**src/rtl/multicycle_control_unit_if.sv**
```systemverilog
// ============================================================================
// multicycle_control_unit_if
// Opcode/handshake inputs and datapath control outputs of the multicycle FSM.
// Revision: 1.0
// ============================================================================
`default_nettype none

interface multicycle_control_unit_if #(
  parameter int OPCODE_W = 3,
  parameter int CNT_W    = 16
);
  logic [OPCODE_W-1:0] opcode;
  logic                mem_ready;
  logic                pc_write;
  logic                pc_write_cond;
  logic                iord;
  logic                mem_read;
  logic                mem_write;
  logic                ir_write;
  logic                mem_to_reg;
  logic                reg_dst;
  logic                reg_write;
  logic                alu_src_a;
  logic [1:0]          alu_src_b;
  logic [1:0]          alu_op;
  logic                pc_source;
  logic                instr_done;
  logic                illegal;
  logic [CNT_W-1:0]    retired;
  logic [3:0]          state;

  modport master (
    input  opcode, mem_ready,
    output pc_write, pc_write_cond, iord, mem_read, mem_write, ir_write,
           mem_to_reg, reg_dst, reg_write, alu_src_a, alu_src_b, alu_op,
           pc_source, instr_done, illegal, retired, state
  );

  modport slave (
    output opcode, mem_ready,
    input  pc_write, pc_write_cond, iord, mem_read, mem_write, ir_write,
           mem_to_reg, reg_dst, reg_write, alu_src_a, alu_src_b, alu_op,
           pc_source, instr_done, illegal, retired, state
  );
endinterface

`default_nettype wire

```
**src/rtl/multicycle_control_unit.sv**
```systemverilog
// ============================================================================
// multicycle_control_unit
// Moore FSM sequencing a shared-ALU / unified-memory multicycle datapath.
// Revision: 1.0
// ============================================================================
`default_nettype none

module multicycle_control_unit #(
  parameter int OPCODE_W = 3,
  parameter int CNT_W    = 16
) (
  input  logic                        clk,
  input  logic                        rst,
  multicycle_control_unit_if.master   bus
);

  localparam logic [3:0] S_IDLE    = 4'd0;
  localparam logic [3:0] S_FETCH   = 4'd1;
  localparam logic [3:0] S_DECODE  = 4'd2;
  localparam logic [3:0] S_EXEC_R  = 4'd3;
  localparam logic [3:0] S_WB_R    = 4'd4;
  localparam logic [3:0] S_EXEC_I  = 4'd5;
  localparam logic [3:0] S_WB_I    = 4'd6;
  localparam logic [3:0] S_MEMADDR = 4'd7;
  localparam logic [3:0] S_MEMRD   = 4'd8;
  localparam logic [3:0] S_MEMWB   = 4'd9;
  localparam logic [3:0] S_MEMWR   = 4'd10;
  localparam logic [3:0] S_BRANCH  = 4'd11;

  logic [3:0]       state;
  logic [3:0]       next_state;
  logic             is_store;
  logic [CNT_W-1:0] retired_cnt;
  logic [31:0]      op_ext;
  logic             op_illegal;

  assign op_ext     = 32'(bus.opcode);
  assign op_illegal = (op_ext > 32'd7);

  always_comb begin
    next_state = S_IDLE;
    case (state)
      S_IDLE:    next_state = S_FETCH;
      S_FETCH:   next_state = bus.mem_ready ? S_DECODE : S_FETCH;
      S_DECODE: begin
        if (op_illegal) begin
          next_state = S_FETCH;
        end else begin
          case (op_ext[2:0])
            3'd0:                      next_state = S_EXEC_R;
            3'd1, 3'd2, 3'd3, 3'd4:    next_state = S_EXEC_I;
            3'd5, 3'd6:                next_state = S_MEMADDR;
            default:                   next_state = S_BRANCH;
          endcase
        end
      end
      S_EXEC_R:  next_state = S_WB_R;
      S_WB_R:    next_state = S_FETCH;
      S_EXEC_I:  next_state = S_WB_I;
      S_WB_I:    next_state = S_FETCH;
      S_MEMADDR: next_state = is_store ? S_MEMWR : S_MEMRD;
      S_MEMRD:   next_state = bus.mem_ready ? S_MEMWB : S_MEMRD;
      S_MEMWB:   next_state = S_FETCH;
      S_MEMWR:   next_state = bus.mem_ready ? S_FETCH : S_MEMWR;
      S_BRANCH:  next_state = S_FETCH;
      default:   next_state = S_IDLE;
    endcase
  end

  always_ff @(posedge clk or posedge rst) begin
    if (rst) begin
      state <= S_IDLE;
    end else begin
      state <= next_state;
    end
  end

  // Only lw vs sw matters after DECODE, so that is all that is kept.
  always_ff @(posedge clk or posedge rst) begin
    if (rst) begin
      is_store <= 1'b0;
    end else if (state == S_DECODE) begin
      is_store <= (op_ext[2:0] == 3'd6);
    end
  end

  logic       pc_write, pc_write_cond, iord, mem_read, mem_write, ir_write;
  logic       mem_to_reg, reg_dst, reg_write, alu_src_a, pc_source;
  logic       instr_done, illegal;
  logic [1:0] alu_src_b, alu_op;

  always_comb begin
    pc_write      = 1'b0;
    pc_write_cond = 1'b0;
    iord          = 1'b0;
    mem_read      = 1'b0;
    mem_write     = 1'b0;
    ir_write      = 1'b0;
    mem_to_reg    = 1'b0;
    reg_dst       = 1'b0;
    reg_write     = 1'b0;
    alu_src_a     = 1'b0;
    alu_src_b     = 2'b00;
    alu_op        = 2'b00;
    pc_source     = 1'b0;
    instr_done    = 1'b0;
    illegal       = 1'b0;
    case (state)
      S_FETCH: begin
        mem_read  = 1'b1;
        alu_src_b = 2'b01;
        ir_write  = bus.mem_ready;
        pc_write  = bus.mem_ready;
      end
      S_DECODE: begin
        alu_src_b = 2'b11;
        illegal   = op_illegal;
      end
      S_EXEC_R: begin
        alu_src_a = 1'b1;
        alu_op    = 2'b10;
      end
      S_WB_R: begin
        reg_dst    = 1'b1;
        reg_write  = 1'b1;
        instr_done = 1'b1;
      end
      S_EXEC_I: begin
        alu_src_a = 1'b1;
        alu_src_b = 2'b10;
        alu_op    = 2'b11;
      end
      S_WB_I: begin
        reg_write  = 1'b1;
        instr_done = 1'b1;
      end
      S_MEMADDR: begin
        alu_src_a = 1'b1;
        alu_src_b = 2'b10;
      end
      S_MEMRD: begin
        mem_read = 1'b1;
        iord     = 1'b1;
      end
      S_MEMWB: begin
        mem_to_reg = 1'b1;
        reg_write  = 1'b1;
        instr_done = 1'b1;
      end
      S_MEMWR: begin
        mem_write  = 1'b1;
        iord       = 1'b1;
        instr_done = bus.mem_ready;
      end
      S_BRANCH: begin
        alu_src_a     = 1'b1;
        alu_op        = 2'b01;
        pc_write_cond = 1'b1;
        pc_source     = 1'b1;
        instr_done    = 1'b1;
      end
      default: ;
    endcase
  end

  always_ff @(posedge clk or posedge rst) begin
    if (rst) begin
      retired_cnt <= '0;
    end else if (instr_done) begin
      retired_cnt <= retired_cnt + CNT_W'(1);
    end
  end

  assign bus.pc_write      = pc_write;
  assign bus.pc_write_cond = pc_write_cond;
  assign bus.iord          = iord;
  assign bus.mem_read      = mem_read;
  assign bus.mem_write     = mem_write;
  assign bus.ir_write      = ir_write;
  assign bus.mem_to_reg    = mem_to_reg;
  assign bus.reg_dst       = reg_dst;
  assign bus.reg_write     = reg_write;
  assign bus.alu_src_a     = alu_src_a;
  assign bus.alu_src_b     = alu_src_b;
  assign bus.alu_op        = alu_op;
  assign bus.pc_source     = pc_source;
  assign bus.instr_done    = instr_done;
  assign bus.illegal       = illegal;
  assign bus.retired       = retired_cnt;
  assign bus.state         = state;

endmodule

`default_nettype wire

```
**src/flat_wrapper.sv**
```systemverilog
// flat-port wrapper written by rule: the top's interface ports become plain ports
module multicycle_control_unit_flat 
#(
  parameter int OPCODE_W = 3,
  parameter int CNT_W    = 16
)
  (clk, rst, bus_opcode, bus_mem_ready, bus_pc_write, bus_pc_write_cond, bus_iord, bus_mem_read, bus_mem_write, bus_ir_write, bus_mem_to_reg, bus_reg_dst, bus_reg_write, bus_alu_src_a, bus_alu_src_b, bus_alu_op, bus_pc_source, bus_instr_done, bus_illegal, bus_retired, bus_state);
  multicycle_control_unit_if #(.OPCODE_W(OPCODE_W), .CNT_W(CNT_W)) bus_i ();
  input  logic clk;
  input  logic rst;
  input wire logic [$bits(bus_i.opcode)-1:0] bus_opcode;
  input wire logic [$bits(bus_i.mem_ready)-1:0] bus_mem_ready;
  output wire logic [$bits(bus_i.pc_write)-1:0] bus_pc_write;
  output wire logic [$bits(bus_i.pc_write_cond)-1:0] bus_pc_write_cond;
  output wire logic [$bits(bus_i.iord)-1:0] bus_iord;
  output wire logic [$bits(bus_i.mem_read)-1:0] bus_mem_read;
  output wire logic [$bits(bus_i.mem_write)-1:0] bus_mem_write;
  output wire logic [$bits(bus_i.ir_write)-1:0] bus_ir_write;
  output wire logic [$bits(bus_i.mem_to_reg)-1:0] bus_mem_to_reg;
  output wire logic [$bits(bus_i.reg_dst)-1:0] bus_reg_dst;
  output wire logic [$bits(bus_i.reg_write)-1:0] bus_reg_write;
  output wire logic [$bits(bus_i.alu_src_a)-1:0] bus_alu_src_a;
  output wire logic [$bits(bus_i.alu_src_b)-1:0] bus_alu_src_b;
  output wire logic [$bits(bus_i.alu_op)-1:0] bus_alu_op;
  output wire logic [$bits(bus_i.pc_source)-1:0] bus_pc_source;
  output wire logic [$bits(bus_i.instr_done)-1:0] bus_instr_done;
  output wire logic [$bits(bus_i.illegal)-1:0] bus_illegal;
  output wire logic [$bits(bus_i.retired)-1:0] bus_retired;
  output wire logic [$bits(bus_i.state)-1:0] bus_state;
  assign bus_i.opcode = bus_opcode;
  assign bus_i.mem_ready = bus_mem_ready;
  assign bus_pc_write = bus_i.pc_write;
  assign bus_pc_write_cond = bus_i.pc_write_cond;
  assign bus_iord = bus_i.iord;
  assign bus_mem_read = bus_i.mem_read;
  assign bus_mem_write = bus_i.mem_write;
  assign bus_ir_write = bus_i.ir_write;
  assign bus_mem_to_reg = bus_i.mem_to_reg;
  assign bus_reg_dst = bus_i.reg_dst;
  assign bus_reg_write = bus_i.reg_write;
  assign bus_alu_src_a = bus_i.alu_src_a;
  assign bus_alu_src_b = bus_i.alu_src_b;
  assign bus_alu_op = bus_i.alu_op;
  assign bus_pc_source = bus_i.pc_source;
  assign bus_instr_done = bus_i.instr_done;
  assign bus_illegal = bus_i.illegal;
  assign bus_retired = bus_i.retired;
  assign bus_state = bus_i.state;
  multicycle_control_unit #(.OPCODE_W(OPCODE_W), .CNT_W(CNT_W)) u_core (.clk(clk), .rst(rst), .bus(bus_i));
endmodule
```
**config.mk**
```make
export PLATFORM = sky130hd
export DESIGN_NAME = multicycle_control_unit_flat
export DESIGN_NICKNAME = d
export VERILOG_FILES = /design/src/rtl/multicycle_control_unit_if.sv /design/src/rtl/multicycle_control_unit.sv /design/src/flat_wrapper.sv
export SDC_FILE = /design/constraint.sdc
export NUM_CORES = 1
export LEC_CHECK = 0
export ABC_CLOCK_PERIOD_IN_PS = 3100
export CORE_ASPECT_RATIO = 1.25
export CORE_MARGIN = 10
export CORE_UTILIZATION = 30
export CTS_BUF_LIST = sky130_fd_sc_hd__clkbuf_8
export DETAILED_ROUTE_END_ITERATION = 6
export GPL_TIMING_DRIVEN = 0
export PLACE_DENSITY = 0.65
export SETUP_SLACK_MARGIN = 0.1
export SKIP_CTS_REPAIR_TIMING = 1
export SYNTH_ARGS = -nofsm -noshare
export SYNTH_HDL_FRONTEND = slang
export SYNTH_SLANG_ARGS = --single-unit
```
**constraint.sdc**
```tcl
create_clock -name clk -period 3.1 [get_ports clk]
set_input_delay 0.31 -clock clk [delete_from_list [all_inputs] [get_ports clk]]
set_output_delay 0.31 -clock clk [all_outputs]
set_load 0.01 [all_outputs]
```
* Word-level counts from Yosys, hierarchy flattened
Index checks and enable logic that the tools add are counted. W data, S select, Z words.
Word-level totals: output and inout bits 37, logic and storage cells 53, register bits 21, bits of input ports 6
Cells by class: multiplexer cells 20, equality and inequality tests 17, $add $sub $neg 1, $lt $le $gt $ge 1, reduce and logical (&&, ||, !) cells 11
Operators by type and width (number):
- $pmux W4 S8 | 1
- $add A16 B1 Y16 const B | 1
- $eq A4 B3 Y1 const B | 4
- $eq A4 B4 Y1 const B | 4
- $pmux W2 S3 | 2
- $pmux W4 S3 | 1
- $reduce_or A4 Y1 | 3
- $mux W1 | 11
- $eq A3 B3 Y1 const B | 3
- $eq A4 B2 Y1 const B | 2
- $mux W4 | 2
- $reduce_or A2 Y1 | 4
- $eq A3 B2 Y1 const B | 2
- $reduce_or A5 Y1 | 1
- $eq A4 B1 Y1 const B | 1
- $logic_not A4 Y1 | 1
- $mux W2 | 2
- $eq A3 B1 Y1 const B | 1
- $gt A3 B3 Y1 const B | 1
- $logic_not A3 Y1 | 1
- $reduce_or A3 Y1 | 1
- $pmux W1 S2 | 1

* Logic depth before layout (Yosys ltp)
Gate-level depths: netlist of run 1.
depth in word-level cells 5, depth in mapped cells 6, gate-level depth less buffers 5

* Least setup slack after synthesis of run 1
Ideal clock, no wire load.
path type reg-to-output, from reg u_core.state[1], in the netlist u_core.bus.state[1], to out bus_pc_write, buffers on the path 3, data arrival time 1.522 ns, slack 1.268 ns, cell stages (with the launch flop) 5, data required time 2.790 ns, path through dfrtp_1 > buf_2 > buf_1 > nor4_1 > buf_4
On the way: longest elaborated chain between the ends 2
RTL lines:
- start: declaration | line multicycle_control_unit.sv:30 | logic [3:0] state;
- start signal: assignment | line multicycle_control_unit.sv:74 | state <= next_state;
- $eq A4 B1 Y1
- $mux W1
- end: declaration | line flat_wrapper.sv:13 | output wire logic [$bits(bus_i.pc_write)-1:0] bus_pc_write;
No other way between the ends.

* Final worst setup path of run 1
from reg u_core.state[0], in the netlist u_core.bus.state[0], to out bus_pc_write
On the way: longest elaborated chain between the ends 2
RTL lines:
- $eq A4 B1 Y1 | line multicycle_control_unit.sv:108 | case (state)
- $mux W1 | line multicycle_control_unit.sv:108
No other way between the ends.

==> results of run 1 <==
## how the worst max path moves through the flow
stage / from / end / slack (ns)
after floorplan: u_core.bus.state[1] / bus_pc_write / 1.27
after global placement: bus_mem_ready / bus_instr_done / 0.81
after detailed placement: bus_mem_ready / bus_instr_done / 0.80
after CTS: u_core.bus.state[0] / bus_pc_write / 0.56
after global routing: u_core.bus.state[0] / bus_pc_write / 0.42
final: u_core.bus.state[0] / bus_pc_write / 0.56
## Yosys cell counts, types with 4 or more instances
cell | n | share of area, %
nand3_1 | 4 | 1.7
buf_4 | 4 | 2.5
xor2_1 | 8 | 5.8
nor2_1 | 11 | 3.4
dfrtp_1 | 21 | 43
nand4_1 | 4 | 2.1
and3_1 | 4 | 2.1
nand2_1 | 26 | 8.0
nor3_1 | 7 | 2.9
xnor2_1 | 10 | 7.2
nor4_1 | 4 | 2.1
## registers in the layout (all words and copies together), names as in the netlist
name and count:
u_core.bus.retired 16, u_core.bus.state 4, u_core.is_store 1
## through the flow
step | power, mW | util [%]
2_1_floorplan | 0.905 | -
3_3_place_gp | 1.30 | 43.9
3_5_place_dp | 1.33 | 43.9
4_1_cts | 1.51 | 45.1
5_1_grt | 1.62 | 45.1
6_report | 1.50 | 45.1
## critical path: cells and delay by family (launching register included)
kind	cells	cell delay, ns
buffers and inverters	3	1.11
flip-flops	1	0.48
AND/OR/NAND/NOR	2	0.38
## final cells by class
cell class                      count  share of cell area, %
Multi-Input combinational cell    101                   35.4
Clock buffer                        3                   2.38
Buffer                             10                   3.53
Timing Repair Buffer               41                   23.6
Clock inverter                      1                  0.216
Sequential cell                    21                   30.3
Inverter                            3                  0.649
Tap cell                           54                   3.89
## power groups by stage
stage	clock [mW]	sequential [mW]	combinational [mW]
floorplan	0	0.457	0.448
finish	0.181	0.437	0.877
detailed placement	0	0.438	0.888
CTS	0.185	0.437	0.892
global placement	0	0.439	0.866
global route	0.194	0.451	0.973
## kinds of logic (layout without fill, tap and decap cells)
kind of cell	count (synthesis)	in the layout
DFF	21	21
xor gates and xnor gates	18	18
and+or+nand+nor	66	66
other	1	1
buffers and inverters	13	58
AOI/OAI and AO/OA	15	15
adders and majority gates	1	1
## layer usage
metal  vias to the layer above  GRT usage, %  share of wire [%]  wire (µm)
met5                         -             0                  0          0
li1                        550             -                  -          -
met3                         2          3.16                7.2        246
met1                       496          11.6                 45       1540
met2                        40          16.8                 47       1630
met4                         0          3.42               0.61         21
==> flow_metrics.py, run 1 <==
metrics = {
    "timing": {
        "setup_tns_ns": 0,
        "setup_slack_ns": 0.559,
        "fmax_mhz": 393,
        "relSlewSlack_pct": 45.6,
        "rsz0062_at_grt": "false",
        "period_share_pct": 82.0,
        "hold_violations": 0,
        "skew_ns": 0.00394,
        "worstMarginPinSlew_ns": 0.815,
        "finalMaxSlewViolations": 0,
        "finalSetupViolCount": 0,
        "finalCriticalPeriod_ns": 2.54,
        "fin_hold_ws_ns": 0.484,
    },
    "outcome": {
        "status": "complete, no violations",
    },
    "worst_setup_path": {
        "worstSetupEndpointType": "primary output",
        "cp.required_ns": 2.79,
        "critPathLaunchType": "flop",
        "worstPathCellList": "clkbuf_1, nand2_1, nor4_1, buf_4, clkdlybuf4s50_1",
        "r2r-start": "u_core.bus.state[0]",
        "cp_max_fo": 10,
        "cp_slowest_stage_delay_ns": 0.53,
        "crit_path_top_delay_cell": "clkdlybuf4s50_1",
        "rr_worst_depth": 5,
        "reg2reg_to": "u_core.bus.retired[10]",
        "path_class": "flop to primary output",
        "r2r_slack_ns": 1.31,
        "cp.arrival_ns": 2.23,
    },
    "floorplanning": {
        "core_mm2": 0.00385,
        "die_h_um": 91.1,
        "fp-row-count": 25,
        "ios": 43,
        "initial_core_util_pct": 31.5,
        "die_area_mm2": 0.00700,
        "die_w_um": 76.9,
    },
    "yosys": {
        "yosys.area_share.simple_pct": 26.5,
        "seq_area_frac_synth_pct": 43.3,
        "async_flop_share_pct": 100,
        "synth_edf_count": 0,
        "synth_top_family_by_area": "simple AND/OR/NAND/NOR gates",
        "synth_warnings": 0,
        "synth_area_mm2": 0.00121,
        "ys_types": 33,
        "synth_cells": 135,
        "synth-compound-area-share_pct": 9.80,
        "synth_flop_cell": "dfrtp_1",
        "syn_nets": 142,
        "ys_seq_elements": 21,
        "synth-xor-area-share_pct": 13.0,
        "avgSynthCellArea_um2": 8.98,
        "synthMuxAreaShare_pct": 0,
        "synth_adder_area_share_pct": 1.03,
    },
    "final_layout": {
        "final_cell_count_no_fill": 234,
        "drive_gt1_share_pct": 7.22,
        "syn_to_final_growth_pct": 43.1,
        "nFillCells": 386,
        "final_cell_area_mm2": 0.00174,
        "multi_input_area_um2": 614,
        "seq_area_um2": 526,
        "layout_commonest_cell": "clkdlybuf4s50_1",
        "antenna_cells": 0,
        "nNetsFinal": 188,
        "layout_common_cells": "clkdlybuf4s50_1, nand2_1, dfrtp_1, nor2_1, xnor2_1",
    },
    "placement": {
        "hpwl_um": 2610,
        "preCtsSetupSlack_ns": 0.803,
        "port_buffers": 41,
        "place_inst": 230,
        "placed_area_mm2": 0.00169,
        "gp_congestion": 0.812,
    },
    "global_route": {
        "track_usage_pct": 9.99,
        "grt_max_degree": 22,
        "grt-ovfl-total": 0,
        "antenna_found_initial": 0,
        "grt_pass1_wl_um": 5910,
        "grt_pass1_vias": 1168,
    },
    "min_path": {
        "whs_endpoint": "u_core.bus.retired[15]",
        "hold_start": "u_core.bus.retired[15]",
        "hold_depth": 1,
        "hp-class": "flop to flop",
    },
    "pwr": {
        "max-vdd-ir-drop_v": 0.000408,
        "clock_power_share_pct": 12.1,
        "combPwrFrac_pct": 58.6,
        "power.switching_mw": 0.607,
        "sw_frac_of_total_pct": 40.6,
        "seqPwrFrac_pct": 29.2,
        "intPower_mw": 0.889,
        "power.leakage_nw": 0.663,
        "p_per_area_mw_per_mm2": 862,
    },
    "clock_network": {
        "cts_sinks": 21,
        "cts_tree": "done",
        "cts-htree-levels": 1,
        "clk_path_buf_depth": 2,
        "numCtsBuffers": 3,
        "clk_pin_slew_worst_paths_ns": 0.08,
        "cts-root-buf": "clkbuf_8",
        "clkLatencyLatePin_ns": 0.26,
    },
    "run": {
        "cap_violations": 0,
    },
    "drt": {
        "viasPerCell": 4.65,
        "wire_per_inst_um": 14.7,
        "vias": 1088,
        "ant_nets": 0,
        "drt_pass1_iterations": 4,
        "drc": 0,
        "wirelength_um": 3440,
        "drtIter0Drc": 57,
    },
}
No activity file was read; power rests on OpenSTA's default activity.
==> run 2: changes to the inputs <==
ABC_CLOCK_PERIOD_IN_PS = 2250   (was 3100)
PLACE_DENSITY = 0.67   (was 0.65)
clock period = 2.25 ns   (was 3.1 ns; I/O delays follow)
==> run 2 against run 1 <==
  * First-iteration DRC count is 54% lower
  * Sequential share of layout area shrank 0.75 points
  * Global-route usage is 1.2 points lower
  * Critical path depth increased by 1
  * Highest routed layer unchanged
==> flow_metrics.py, run 2 (synthesis gave the netlist of run 1 again) <==
metrics = {
    "outcome": {
        "status": "complete, no violations",
    },
    "worst_setup_path": {
        "worstSetupEndpointType": "primary output",
        "critPathLaunchType": "flop",
        "cp.required_ns": 2.03,
        "r2r_slack_ns": 0.46,
        "cp_max_fo": 10,
        "path_class": "flop to primary output",
        "cp.arrival_ns": 1.86,
    },
    "global_route": {
        "met2_usage_pct": 15.4,
        "track_usage_pct": 8.81,
        "grtUsageMet1_pct": 9.08,
        "grt_pass1_vias": 1116,
        "met3_usage_pct": 4.24,
        "grt_max_degree": 22,
        "antenna_found_initial": 0,
        "grt_busiest_layer": "met2",
        "grt_pass1_wl_um": 5180,
        "grt-ovfl-total": 0,
    },
    "timing": {
        "period_share_pct": 92.9,
        "fin_hold_ws_ns": 0.398,
        "finalMaxSlewViolations": 0,
        "finalCriticalPeriod_ns": 2.09,
        "finalSetupViolCount": 0,
        "worstMarginPinSlew_ns": 0.795,
        "rsz0062_at_grt": "true",
        "skew_ns": 0.00409,
        "fmax_mhz": 479,
        "hold_violations": 0,
        "relSlewSlack_pct": 47.0,
    },
    "placement": {
        "hpwl_um": 2460,
        "gp_congestion": 0.819,
        "port_buffers": 41,
    },
    "clock_network": {
        "cts_tree": "done",
        "clk_path_buf_depth": 2,
        "clk_pin_slew_worst_paths_ns": 0.07,
        "cts_sinks": 21,
        "numCtsBuffers": 3,
        "clkLatencyLatePin_ns": 0.26,
        "cts-root-buf": "clkbuf_8",
        "cts-htree-levels": 1,
    },
    "final_layout": {
        "drive_gt1_share_pct": 12.2,
        "seq_area_um2": 528,
        "nNetsFinal": 188,
        "nFillCells": 399,
        "multi_input_area_um2": 629,
        "layout_commonest_cell": "clkdlybuf4s50_1",
        "syn_to_final_growth_pct": 47.5,
        "largest_register_ffs": 16,
        "antenna_cells": 0,
        "layout_common_cells": "clkdlybuf4s50_1, nand2_1, dfrtp_1, nor2_1, xnor2_1",
    },
    "run": {
        "cap_violations": 0,
    },
    "floorplanning": {
        "die_w_um": 76.9,
        "ios": 43,
        "die_h_um": 91.1,
        "core_mm2": 0.00385,
        "fp-row-count": 25,
        "die_area_mm2": 0.00700,
        "initial_core_util_pct": 31.5,
    },
    "min_path": {
        "hp-class": "input pin to flop",
    },
    "drt": {
        "drc": 0,
        "ant_nets": 0,
        "wire_per_inst_um": 13.8,
        "drtIter0Drc": 26,
        "viasPerCell": 4.69,
        "wirelength_um": 3230,
        "vias": 1097,
        "drt_pass1_iterations": 3,
    },
    "pwr": {
        "p_per_area_mw_per_mm2": 1170,
        "power.leakage_nw": 0.769,
        "max-vdd-ir-drop_v": 0.000581,
        "total_power_mw": 2.09,
    },
}
-- run 2: cell count changes in the layout (fill, tap and decap cells not counted) --
| cell | before | now |
|---|---|---|
| buf_6 | 1 | 2 |
| clkdlybuf4s50_1 | 41 | 34 |
| buf_2 | 1 | 0 |
| dfrtp_2 | 0 | 2 |
| clkbuf_1 | 3 | 0 |
| dfrtp_1 | 21 | 19 |
| clkbuf_4 | 0 | 4 |
| nor4_1 | 4 | 3 |
| clkinv_2 | 0 | 1 |
| nor4_4 | 0 | 1 |
| buf_4 | 4 | 5 |
| inv_1 | 3 | 2 |
| buf_1 | 1 | 0 |
| dlymetal6s2s_1 | 0 | 6 |
-- run 2: worst paths after layout --
path / to / start / cells past startpoint
max: bus_pc_write_cond / u_core.bus.state[1] / 6
min: u_core.bus.state[1] / bus_mem_ready / 3
max reg2reg: u_core.bus.retired[12] / u_core.bus.state[2] / 6
min reg2reg: u_core.bus.retired[15] / u_core.bus.retired[15] / 1
max in group asynchronous: u_core.bus.state[0] / rst / 2
min in group asynchronous: u_core.bus.state[2] / rst / 2
-- run 2: worst max-delay path, cell delays in order (launching register included) --
cell             delay [ns]
dfrtp_1                0.36
clkbuf_4               0.20
clkbuf_4               0.23
nand2_1                0.07
nor2_1                 0.11
buf_4                  0.12
clkdlybuf4s50_1        0.52
-- run 2: metal layers --
layer	wire length [µm]	part of all wire, %
met5	0	0
met2	1550	48
met4	27	0.84
met3	267	8.3
met1	1390	43
-- run 2: area by class of cell --
class | count | area share (%)
sequential | 21 | 29.5
clock inverter | 1 | 0.280
inverter | 3 | 0.630
buffer | 10 | 4.62
multi-input combinational | 101 | 35.2
clock buffer | 3 | 2.31
timing repair buffer | 41 | 23.7
tap | 54 | 3.78
-- run 2: metrics by stage --
stage / setup TNS, ns / setup slack, ns / cells / util, % / area [µm²]
2_1_floorplan: 0 / 0.503 / 135 / - / 1210
3_3_place_gp: 0 / 0.113 / 230 / 43.9 / 1690
3_5_place_dp: 0 / 0.107 / 230 / 43.9 / 1690
4_1_cts: -0.348 / -0.176 / 234 / 45.1 / 1740
5_1_grt: 0 / 0.0707 / 234 / 46.5 / 1790
6_report: 0 / 0.161 / 234 / 46.5 / 1790
-- run 2: power by group --
group          internal (mW)  switching, mW
Combinational          0.653          0.584
Clock                  0.123          0.121
Sequential             0.483          0.124
==> run 3: changes to the inputs <==
--- a/config.mk
+++ b/config.mk
@@ -7,3 +7,5 @@
 export LEC_CHECK = 0
-export ABC_CLOCK_PERIOD_IN_PS = 2250
+export ABC_CLOCK_PERIOD_IN_PS = 1800
+export CELL_PAD_IN_SITES_DETAIL_PLACEMENT = 1
+export CELL_PAD_IN_SITES_GLOBAL_PLACEMENT = 1
 export CORE_ASPECT_RATIO = 1.25
@@ -14,3 +16,3 @@
 export GPL_TIMING_DRIVEN = 0
-export PLACE_DENSITY = 0.67
+export PLACE_DENSITY = 0.85
 export SETUP_SLACK_MARGIN = 0.1
==> constraint.sdc (replaced) <==
create_clock -name clk -period 1.8 [get_ports clk]
set_input_delay 0.18 -clock clk [delete_from_list [all_inputs] [get_ports clk]]
set_output_delay 0.18 -clock clk [all_outputs]
set_load 0.005 [all_outputs]
==> run 3 against run 2 <==
  * Cell count grew 6.4%
  * Largest cell class unchanged
  * Critical endpoint is now bus_instr_done
  * Largest power group unchanged
  * Combinational power rose by 58%
  * Sequential share of layout area decreased by 4.0 points
==> flow_metrics.py, run 3 (synthesis gave the netlist of run 1 again) <==
metrics = {
    "final_layout": {
        "nFillCells": 439,
        "seq_area_um2": 528,
        "syn_to_final_growth_pct": 70.5,
        "drive_gt1_share_pct": 26.2,
        "largest_register_ffs": 16,
        "layout_common_cells": "nand2_1, clkdlybuf4s50_1, buf_4, dfrtp_1, dlymetal6s2s_1",
        "multi_input_area_um2": 747,
        "nNetsFinal": 203,
        "antenna_cells": 0,
        "fin_util_pct": 53.7,
        "final_cell_count_no_fill": 249,
    },
    "worst_setup_path": {
        "cp_slowest_stage_delay_ns": 0.41,
        "path_class": "flop to primary output",
        "cpMostUsedCell": "buf_6",
        "cp.required_ns": 1.62,
        "rr_worst_depth": 5,
        "crit_buf_inv": 4,
        "critPathLaunchType": "flop",
        "startpoint": "u_core.bus.state[1]",
        "worstPathCellList": "buf_6, buf_4, a21oi_2, o21a_4, clkinvlp_4, buf_6",
        "cp_max_fo": 5,
        "r2r-start": "u_core.bus.state[2]",
        "crit_family": "buffers and inverters",
        "path_depth": 6,
        "cp.arrival_ns": 1.56,
        "worstSetupEndpointType": "primary output",
        "crit_path_top_delay_cell": "dfrtp_1",
    },
    "timing": {
        "skew_ns": 0.0111,
        "finalSetupViolCount": 0,
        "worstMarginPinSlew_ns": 0.825,
        "finalMaxSlewViolations": 0,
        "finalCriticalPeriod_ns": 1.74,
        "setup_tns_ns": 0,
        "fmax_mhz": 574,
        "setup_slack_ns": 0.0588,
        "relSlewSlack_pct": 45.0,
        "hold_violations": 0,
        "period_share_pct": 96.7,
        "rsz0062_at_grt": "true",
    },
    "floorplanning": {
        "die_h_um": 91.1,
        "die_area_mm2": 0.00700,
        "fp-row-count": 25,
        "ios": 43,
        "core_mm2": 0.00385,
        "initial_core_util_pct": 31.5,
        "die_w_um": 76.9,
    },
    "clock_network": {
        "clkLatencyLatePin_ns": 0.27,
        "numCtsBuffers": 3,
        "cts-root-buf": "clkbuf_8",
        "cts_sinks": 21,
        "clk_pin_slew_worst_paths_ns": 0.09,
        "cts_tree": "done",
        "cts-htree-levels": 1,
        "clk_path_buf_depth": 2,
    },
    "drt": {
        "drt_pass1_iterations": 4,
        "vias": 1235,
        "drtIter0Drc": 55,
        "viasPerCell": 4.96,
        "drc": 0,
        "ant_nets": 0,
        "wire_per_inst_um": 18.9,
        "wirelength_um": 4700,
    },
    "outcome": {
        "status": "complete, no violations",
    },
    "placement": {
        "preCtsSetupSlack_ns": -0.247,
        "hpwl_um": 3040,
        "port_buffers": 41,
        "place_inst": 230,
        "gp_congestion": 0.825,
    },
    "global_route": {
        "track_usage_pct": 11.4,
        "antenna_found_initial": 0,
        "grt-ovfl-total": 0,
        "grt_max_degree": 22,
        "grt_pass1_vias": 1269,
        "grt_pass1_wl_um": 6660,
    },
    "pwr": {
        "total_power_mw": 3.04,
        "max-vdd-ir-drop_v": 0.000706,
        "p_per_area_mw_per_mm2": 1470,
        "power.leakage_nw": 1.09,
    },
    "run": {
        "cap_violations": 0,
    },
    "min_path": {
        "hp-class": "input pin to asynchronous set/reset pin",
    },
}
[run 3: stage by stage]
| stage | cell area, µm² | hold WS (ns) |
|---|---|---|
| floorplan | 1210 | 0.157 |
| detailed placement | 1690 | 0.468 |
| global placement | 1690 | 0.461 |
| CTS | 1740 | 0.404 |
| global route | 2070 | 0.471 |
| finish | 2070 | 0.373 |
[run 3: worst paths after layout]
check	endpoint	slack, ns
setup / recovery	bus_instr_done	0.06
hold / removal	u_core.bus.retired[5]	0.37
setup reg to reg	u_core.is_store	0.10
hold reg to reg	u_core.bus.retired[15]	0.47
max in group asynchronous	u_core.bus.state[3]	0.85
min in group clk	u_core.bus.retired[15]	0.47
[run 3: cell type report]
| cell class | instances | share of cell area, % |
|---|---|---|
| plain buffers | 10 | 4.90 |
| repair buffers | 56 | 27.2 |
| clock buffers | 3 | 2.00 |
| multi-input cells | 101 | 36.1 |
| inverters | 3 | 0.726 |
| clock inverters | 1 | 0.242 |
| flip-flops and latches | 21 | 25.5 |
| well taps | 54 | 3.27 |
[run 3: metal layers]
layer  GRT usage, %  share of wire [%]  routed length [µm]  vias up
met5              0                  0                   0        -
met4           3.88                2.2                 105        0
met3           4.54                5.0                 233        8
met2           19.7                 50                2370       37
met1           12.2                 43                2000      606
li1               -                  -                   -      584
[run 3: report_power, final]
part	total, mW	internal (mW)	leakage (nW)	switching (mW)
Sequential	0.763	0.603	0.238	0.159
Combinational	1.96	1.04	0.823	0.913
Clock	0.319	0.155	0.0255	0.165
Total	3.04	1.80	1.09	1.24
[run 3: worst register-to-register path: cells and delay by family (launching register included)]
kind	cells	cell delay [ns]
flops	1	0.39
simple gates	1	0.51
compound gates	1	0.28
buf+inv	3	0.41
